File: config.mk
export PLATFORM = sky130hd
export DESIGN_NAME = mem_sp_ctrl
export DESIGN_NICKNAME = d
export VERILOG_FILES = /design/src/rtl/mem_pkg.sv /design/src/rtl/mem_sp_array.sv /design/src/rtl/mem_sp_ctrl.sv
export SDC_FILE = /design/constraint.sdc
export NUM_CORES = 1
export LEC_CHECK = 0
export ABC_AREA = 1
export CAP_MARGIN = 10
export CORE_UTILIZATION = 45
export CTS_CLUSTER_SIZE = 28
export DETAILED_ROUTE_END_ITERATION = 7
export GPL_TIMING_DRIVEN = 1
export PLACE_DENSITY = 0.57
export SKIP_CTS_REPAIR_TIMING = 1
export SLEW_MARGIN = 20
export SYNTH_ARGS = -nofsm -noshare
export SYNTH_HDL_FRONTEND = slang
export SYNTH_SLANG_ARGS = --single-unit
File: constraint.sdc
create_clock -name clk -period 2.46 [get_ports clk]
set_input_delay 0.246 -clock clk [delete_from_list [all_inputs] [get_ports clk]]
set_output_delay 0.246 -clock clk [all_outputs]
set_load 0.05 [all_outputs]
File: src/rtl/mem_pkg.sv
// Shared types and helpers for the single-port RAM controller.
// Optional feature macro: PARITY_EN (adds one even-parity bit per stored word).
package mem_pkg;

    typedef enum logic {
        S_INIT = 1'b0,
        S_RUN  = 1'b1
    } state_t;

`ifdef PARITY_EN
    localparam int PAR_W = 1;
`else
    localparam int PAR_W = 0;
`endif

    // Width of one stored word for a given data width.
    function automatic int stored_w(input int data_w);
        return data_w + PAR_W;
    endfunction

    // Even parity bit: makes the XOR of data and parity bit zero.
    // Callers zero-extend narrower data into the 64-bit argument.
    function automatic logic parity(input logic [63:0] d);
        return ^d;
    endfunction

endpackage

File: src/rtl/mem_sp_array.sv
// Storage array: synchronous write, registered read address, combinational data out.
// Word width already includes the parity bit when PARITY_EN is defined.
module mem_sp_array #(
    parameter int WORD_W = 12,
    parameter int DEPTH  = 64,
    parameter int IDX_W  = 6
) (
    input  logic              clk,
    input  logic              we,
    input  logic [IDX_W-1:0]  waddr,
    input  logic [WORD_W-1:0] wdata,
    input  logic              re,
    input  logic [IDX_W-1:0]  raddr,
    output logic [WORD_W-1:0] rdata
);

    logic [WORD_W-1:0] mem [DEPTH];
    logic [IDX_W-1:0]  raddr_q;

    // Write port.
    always_ff @(posedge clk) begin
        if (we) begin
            mem[waddr] <= wdata;
        end
    end

    // Capture the read address; data follows combinationally from it.
    always_ff @(posedge clk) begin
        if (re) begin
            raddr_q <= raddr;
        end
    end

    assign rdata = mem[raddr_q];

endmodule

File: src/rtl/mem_sp_ctrl.sv
// Single-port RAM controller: post-reset clear, range check, 1-cycle read response.
// Optional feature macro: PARITY_EN (even parity per word, dbg_flip corrupts it on write).
//
//  state  | meaning
//  S_INIT | clearing word clr_ptr each cycle, requests refused
//  S_RUN  | accepting one read or write per cycle
module mem_sp_ctrl
    import mem_pkg::*;
#(
    parameter int DATA_W = 12,
    parameter int ADDR_W = 12,
    parameter int DEPTH  = 64
) (
    input  logic              clk,
    input  logic              rst,
    input  logic              req_valid,
    output logic              req_ready,
    input  logic              req_we,
    input  logic [ADDR_W-1:0] req_addr,
    input  logic [DATA_W-1:0] req_wdata,
    input  logic              dbg_flip,
    output logic              rsp_valid,
    output logic [DATA_W-1:0] rsp_rdata,
    output logic              rsp_err,
    output logic              init_done
);

    localparam int WORD_W = stored_w(DATA_W);
    localparam int IDX_W  = (DEPTH > 1) ? $clog2(DEPTH) : 1;
    localparam logic [IDX_W-1:0] LAST_IDX = IDX_W'(DEPTH - 1);

    state_t            state_q, state_d;
    logic [IDX_W-1:0]  clr_ptr_q, clr_ptr_d;
    logic              accept, rd_accept, in_range;
    logic              arr_we;
    logic [IDX_W-1:0]  arr_waddr;
    logic [WORD_W-1:0] arr_wdata, arr_rdata, wr_word;
    logic              rsp_valid_q, oor_q, par_err;
    logic [DATA_W-1:0] live_data, hold_q;

    assign req_ready = (state_q == S_RUN);
    assign init_done = (state_q == S_RUN);
    assign accept    = req_valid & req_ready;
    assign rd_accept = accept & ~req_we;
    // One extra bit so DEPTH == 2**ADDR_W still compares correctly.
    assign in_range  = ({1'b0, req_addr} < (ADDR_W + 1)'(DEPTH));

`ifdef PARITY_EN
    logic [63:0] wdata_ext;

    // Zero-extend write data for the package parity helper.
    always_comb begin
        wdata_ext = '0;
        wdata_ext[DATA_W-1:0] = req_wdata;
    end

    assign wr_word = {parity(wdata_ext) ^ dbg_flip, req_wdata};
    assign par_err = ^arr_rdata;
`else
    logic unused_dbg_flip;
    assign unused_dbg_flip = dbg_flip;
    assign wr_word = req_wdata;
    assign par_err = 1'b0;
`endif

    // State register and clear pointer.
    always_ff @(posedge clk) begin
        if (rst) begin
            state_q   <= S_INIT;
            clr_ptr_q <= '0;
        end else begin
            state_q   <= state_d;
            clr_ptr_q <= clr_ptr_d;
        end
    end

    // Next state and array write control; the clear writes all-zero words,
    // which already carry correct even parity.
    always_comb begin
        state_d   = state_q;
        clr_ptr_d = clr_ptr_q;
        arr_we    = 1'b0;
        arr_waddr = req_addr[IDX_W-1:0];
        arr_wdata = wr_word;
        case (state_q)
            S_INIT: begin
                arr_we    = 1'b1;
                arr_waddr = clr_ptr_q;
                arr_wdata = '0;
                clr_ptr_d = clr_ptr_q + 1'b1;
                if (clr_ptr_q == LAST_IDX) begin
                    state_d   = S_RUN;
                    clr_ptr_d = '0;
                end
            end
            S_RUN: begin
                arr_we = accept & req_we & in_range;
            end
            default: begin
                state_d = S_INIT;
            end
        endcase
    end

    mem_sp_array #(
        .WORD_W (WORD_W),
        .DEPTH  (DEPTH),
        .IDX_W  (IDX_W)
    ) u_array (
        .clk    (clk),
        .we     (arr_we),
        .waddr  (arr_waddr),
        .wdata  (arr_wdata),
        .re     (rd_accept & in_range),
        .raddr  (req_addr[IDX_W-1:0]),
        .rdata  (arr_rdata)
    );

    assign live_data = oor_q ? '0 : arr_rdata[DATA_W-1:0];

    // Response pulse, range flag and hold register; the hold keeps rsp_rdata
    // stable even if the addressed word is rewritten after the read.
    always_ff @(posedge clk) begin
        if (rst) begin
            rsp_valid_q <= 1'b0;
            oor_q       <= 1'b0;
            hold_q      <= '0;
        end else begin
            rsp_valid_q <= rd_accept;
            if (rd_accept) begin
                oor_q <= ~in_range;
            end
            if (rsp_valid_q) begin
                hold_q <= live_data;
            end
        end
    end

    assign rsp_valid = rsp_valid_q;
    assign rsp_rdata = rsp_valid_q ? live_data : hold_q;
    assign rsp_err   = rsp_valid_q & (oor_q | par_err);

endmodule
**Word level (Yosys, flattened, before mapping)**

Memories as Yosys holds them, arrays and structs flattened. A register that Yosys moved wholly into a read port is not among the register bits.
Index checks and enable logic that the tools add are counted.

- Multiplexer cells: 11
- Equal/unequal tests: 1
- Magnitude comparators: 1
- Bitwise gates (word level): 9
- Add/subtract/negate cells: 1

Operator list:

| kind | count |
|---|---|
| 12-bit 2-to-1 mux | 3 |
| 6-bit 2-to-1 mux | 3 |
| 12-bit by 7-bit less-than comparator with 1-bit output (second input constant) | 1 |
| 6-bit by 1-bit adder with 6-bit output (second input constant) | 1 |
| 1-bit AND | 6 |
| 6-bit == test (second input constant) | 1 |
| 1-bit 2-to-1 mux | 4 |
| 1-bit inverter | 3 |
| 1-bit case mux with 2 select lines | 1 |

- Word-level logic and storage cells: 30
- Bits in registers: 27
- Output and inout port bits: 16
- Input port bits: 29
- Memories kept: 1
- Memory bits (writable): 768

Memories:

| memory | depth | width | rd ports | clocked after Yosys merged registers in | wr ports | line | RTL |
|---|---|---|---|---|---|---|---|
| u_array.mem | 64 | 12 | 1 | 1 | 1 | mem_sp_array.sv:17 | `logic [WORD_W-1:0] mem [DEPTH];` |

**Logic depth before layout (Yosys ltp)**

- Word-level depth: 6
- Depth in mapped cells: 14
- Mapped depth without buffers: 11

**Hierarchy**

A second synthesis with hierarchy kept.

- Cells, all modules: 2,851
- Area, all modules: 32,991.6 µm²

Modules (own cells, without submodules):

| module | area an instance (µm²) | cells an instance | seq. area each (µm²) | times used |
|---|---|---|---|---|
| mem_sp_array | 31,810.5 | 2,668 | 23,362.4 | 1 |
| mem_sp_ctrl | 1,181.1 | 183 | 420.4 | 1 |

**Least setup slack after synthesis**

No wires, ideal clock.

- Kind: register -> register
- Start point: register state_q (netlist: init_done)
- End point: memory u_array.mem[16][0], enable pin
- Stages on the path, launching flop included: 8
- Path slack: -0.140 ns
- Arrival: 2.220 ns
- Buffers on the path: 0
- Period minus slack after synthesis: 2.600 ns
- Cells stage by stage: dfxtp_1 > inv_1 > or2_2 > o21ai_0 > inv_1 > nor2_1 > nand2_1 > nor2_1

- Word-level cells in the longest chain between the ends: 6

RTL lines:

| element | line | RTL |
|---|---|---|
| start: declaration | mem_sp_ctrl.sv:32 | `state_t state_q, state_d;` |
| start signal: assignment | mem_sp_ctrl.sv:72 | `state_q <= state_d;` |
| 1-bit AND | mem_sp_ctrl.sv:43 | `assign accept = req_valid & req_ready;` |
| 1-bit AND (2 in a row) | mem_sp_ctrl.sv:97 | `arr_we = accept & req_we & in_range;` |
| 1-bit case mux with 2 select lines | mem_sp_ctrl.sv:85 | `case (state_q)` |
| 1-bit 2-to-1 mux | mem_sp_array.sv:22 | `if (we) begin` |
| 1-bit 2-to-1 mux (implied by the code) | mem_sp_array.sv:23 | `mem[waddr] <= wdata;` |
| end: declaration | mem_sp_array.sv:17 |  |

Several ways; a longest one is shown, not always the timed one.

==> impl_summary.log <==
INFO  metric outcome = finished, violations left
INFO  metric failed_checks = setup timing
INFO  metric final_antenna_net_count = 0
INFO  metric cts.path.max_buffers = 3
INFO  metric post_synth_inst_count = 2,833
INFO  metric timing_worst_slew_pin_value = 923 ps
INFO  metric post-place-cells = 3,849
INFO  metric area_growth = 23.7%
INFO  metric critPathSlowestCell = dfxtp_4
INFO  metric initial_utilization = 45.6%
INFO  metric multi_input_area = 8910 um2
INFO  metric post_route_cells_drive_above_1_share = 20.7%
INFO  metric grt_start_max_net_pins = 65
INFO  metric port_buffers = 43
INFO  metric grt_setup_unrepaired = yes
INFO  metric gr-usage-all-layers = 23.0%
INFO  metric postSynthRegisterBits = 801
INFO  metric achievable_frequency = 0.339 GHz
INFO  metric final_area = 40,500 um2
INFO  metric synth_area_leaders = edfxtp_1 (71%), nand2_1 (12%), nand3_1 (10%)
INFO  metric number_of_buffers_inserted_during_clock_tree_synthesis = 85
INFO  metric clkSinkCount = 801
INFO  metric fin_total_pwr = 0.0274 W
INFO  metric netlist-cell-type-count = 26
INFO  metric finalSetupViolations = 12
INFO  metric worst_stage_delay_on_the_critical_path = 380 ps
INFO  metric number_of_antenna_violations_at_the_first_check_in_global_routing = 3
INFO  metric synth_area_leader_cell = edfxtp_1
INFO  metric slew_violations = 0
INFO  metric critical_path.endpoint_type = output pin
INFO  metric fin_crit_sh = 120%
INFO  metric yosys_warnings = 0
INFO  metric syn-cell-area = 32,700 um2
INFO  metric slew_headroom = 38.4%
INFO  metric hold_viol = 0
INFO  metric clock_insertion_delay_worst_skew = 640 ps
INFO  metric timing.critical_path.cells = buf_12, buf_12, buf_12, buf_4, nand2_1, nand3_2, nand3_2, nand2_2, nand2_2, nand3_4, nand3_4, nand2_4, nand2_1, nand2_1, buf_6
INFO  metric gp_congestion = 0.888
INFO  metric core.rowCount = 98
INFO  metric worst-path-max-fanout = 7
INFO  metric number_of_global_route_vias_before_repair = 21,000
INFO  metric synth.avg_cell_area = 11.5 um2
INFO  metric global_route.overflow_total = 0
INFO  metric cp.arrival = 2710 ps
INFO  metric hpwlAfterDp = 51,500 um
INFO  metric synth_fp_nets = 2,863
INFO  metric die_x_extent = 272 um
INFO  metric ys_seq_area_share = 72.7%
INFO  metric power.ir.vdd_worst = 0.000569 V
INFO  metric period_minus_slack = 2950 ps
INFO  metric fin_hold_ws = 221 ps
INFO  metric leakage = 15.4 nW
INFO  metric grt_pass1_wl = 128,000 um
INFO  metric p_per_area = 677 nW/um2
INFO  metric htree_levels = 3
INFO  metric tns = -5430 ps
INFO  metric startpoint_type = register
INFO  metric fin_nets = 3,070
INFO  metric drtPass1Iterations = 5
INFO  metric timing.clock.skew = 25.0 ps
INFO  metric critPathRequiredTime = 2210 ps
INFO  metric post_dp_cell_area = 35,500 um2
INFO  metric max_cap_violations = 0
INFO  metric sequential_cell_area = 23,800 um2
INFO  metric remaining_drc_errors = 0
INFO  metric class_of_the_most_critical_setup_path = register to output pin
INFO  metric cts-root-buf = clkbuf_16
INFO  metric core_region_area = 71,700 um2
INFO  metric num_io_pins = 45
INFO  metric stdcell_count = 4,062
INFO  metric routed_wire_length_per_instance = 22.5 um
INFO  metric wl = 91,200 um
INFO  metric cts_tree = built
INFO  metric routed-via-count = 22,300
INFO  metric fillerInstances = 5,924
INFO  metric via_per_inst = 5.50
INFO  metric cts.clk_slew.worst_paths = 60 ps
INFO  metric hold_path.class = input port to register
INFO  metric dr.first_iter.drc_count = 1,928
INFO  metric synth_top_cell_area_share = 71.0%
INFO  metric die_height = 272 um
INFO  metric floorplan.die_area = 73,800 um2
INFO  metric worst_slack = -491 ps
-- layout make-up --
class                           count  share of cell area [%]
Sequential cell                   801                    58.8
Multi-Input combinational cell   1822                    22.0
Timing Repair Buffer              291                    9.10
Clock buffer                      107                    5.64
Tap cell                          950                    2.94
Clock inverter                     51                   0.931
Inverter                           36                   0.414
Timing Repair inverter              3                   0.118
Antenna cell                        1                 0.00619
-- through the flow --
step,setup slack [ps],utilization [%]
finish,-491,56.4
global route,-575,56.4
CTS,-754,53.1
detailed placement,-141,49.4
global placement,-139,49.4
floorplan,-140,-
-- placed cells by master (no fill, tap or decap), types with 23 or more instances in the layout --
cell	n
clkbuf_16	110
buf_4	139
nand3_2	123
clkinv_1	23
nand3_1	517
edfxtp_1	774
nand2_1	940
dfxtp_1	23
clkdlybuf4s50_1	29
buf_12	50
nand2_2	79
nor2_1	80
-- worst max-delay path: cells and delay by family, from the launching register on --
family | cells | cell delay [ps]
buffers and inverters | 5 | 760
DFF | 1 | 380
and+or+nand+nor | 10 | 910
-- registers in the layout, summed over array words and instances, names as in the netlist, named ones only --
| name | count |
|---|---|
| u_array.mem | 768 |
| hold_q | 12 |
| u_array.raddr_q | 6 |
| clr_ptr_q | 6 |
| rsp_valid | 1 |
| oor_q | 1 |
| init_done | 1 |
-- power by group --
part	internal (W)	leakage (nW)	switching, W
Combinational	0.0000951	6.23	0.000158
Sequential	0.0148	7.88	0.0000200
Clock	0.00710	1.31	0.00521
Total	0.0220	15.4	0.00538
-- Yosys cell counts, drive strengths merged --
cell type	count
nor4	1
a21oi	20
or2	1
inv	35
nand4	8
o21ai	9
mux2	2
nand2	1036
clkinv	1
xnor2	2
a31oi	1
edfxtp	774
dfxtp	27
buf	140
nor3	4
nand3	655
ha	1
clkbuf	34
nor2	82
-- cell families (layout without fill, tap and decap cells) --
logic type               count (synthesis)  after routing  share of synthesized area (%)
multiplexers                             2              2                         0.0688
adder cells (fa/ha/maj)                  1              1                         0.0382
AO/OA/AOI/OAI                           30             30                          0.509
flip-flops                             801            801                           72.7
XOR/XNOR                                 2              2                         0.0536
AND/OR/NAND/NOR                       1787           1787                           23.1
other                                    0              1                              0
buffers and inverters                  210            488                           3.53
-- final timing paths --
| kind | startpoint | slack, ps | to | cells past startpoint |
|---|---|---|---|---|
| max | register | -490 | rsp_rdata[8] | 15 |
| min | req_addr[3] | 220 | u_array.raddr_q[3] | 1 |
| max reg2reg | init_done | 110 | u_array.mem[17][5] | 8 |
| min reg2reg | u_array.raddr_q[0] | 480 | register | 1 |
-- routing by layer --
| metal | GRT usage [%] | vias to the layer above | share of wire (%) |
|---|---|---|---|
| met4 | 8.26 | 0 | 3.0 |
| met3 | 3.33 | 157 | 5.9 |
| met5 | 0 | - | 0 |
| met1 | 31.0 | 11100 | 42 |
| li1 | - | 10300 | - |
| met2 | 37.9 | 739 | 49 |
No activity file was read; power rests on OpenSTA's default activity.
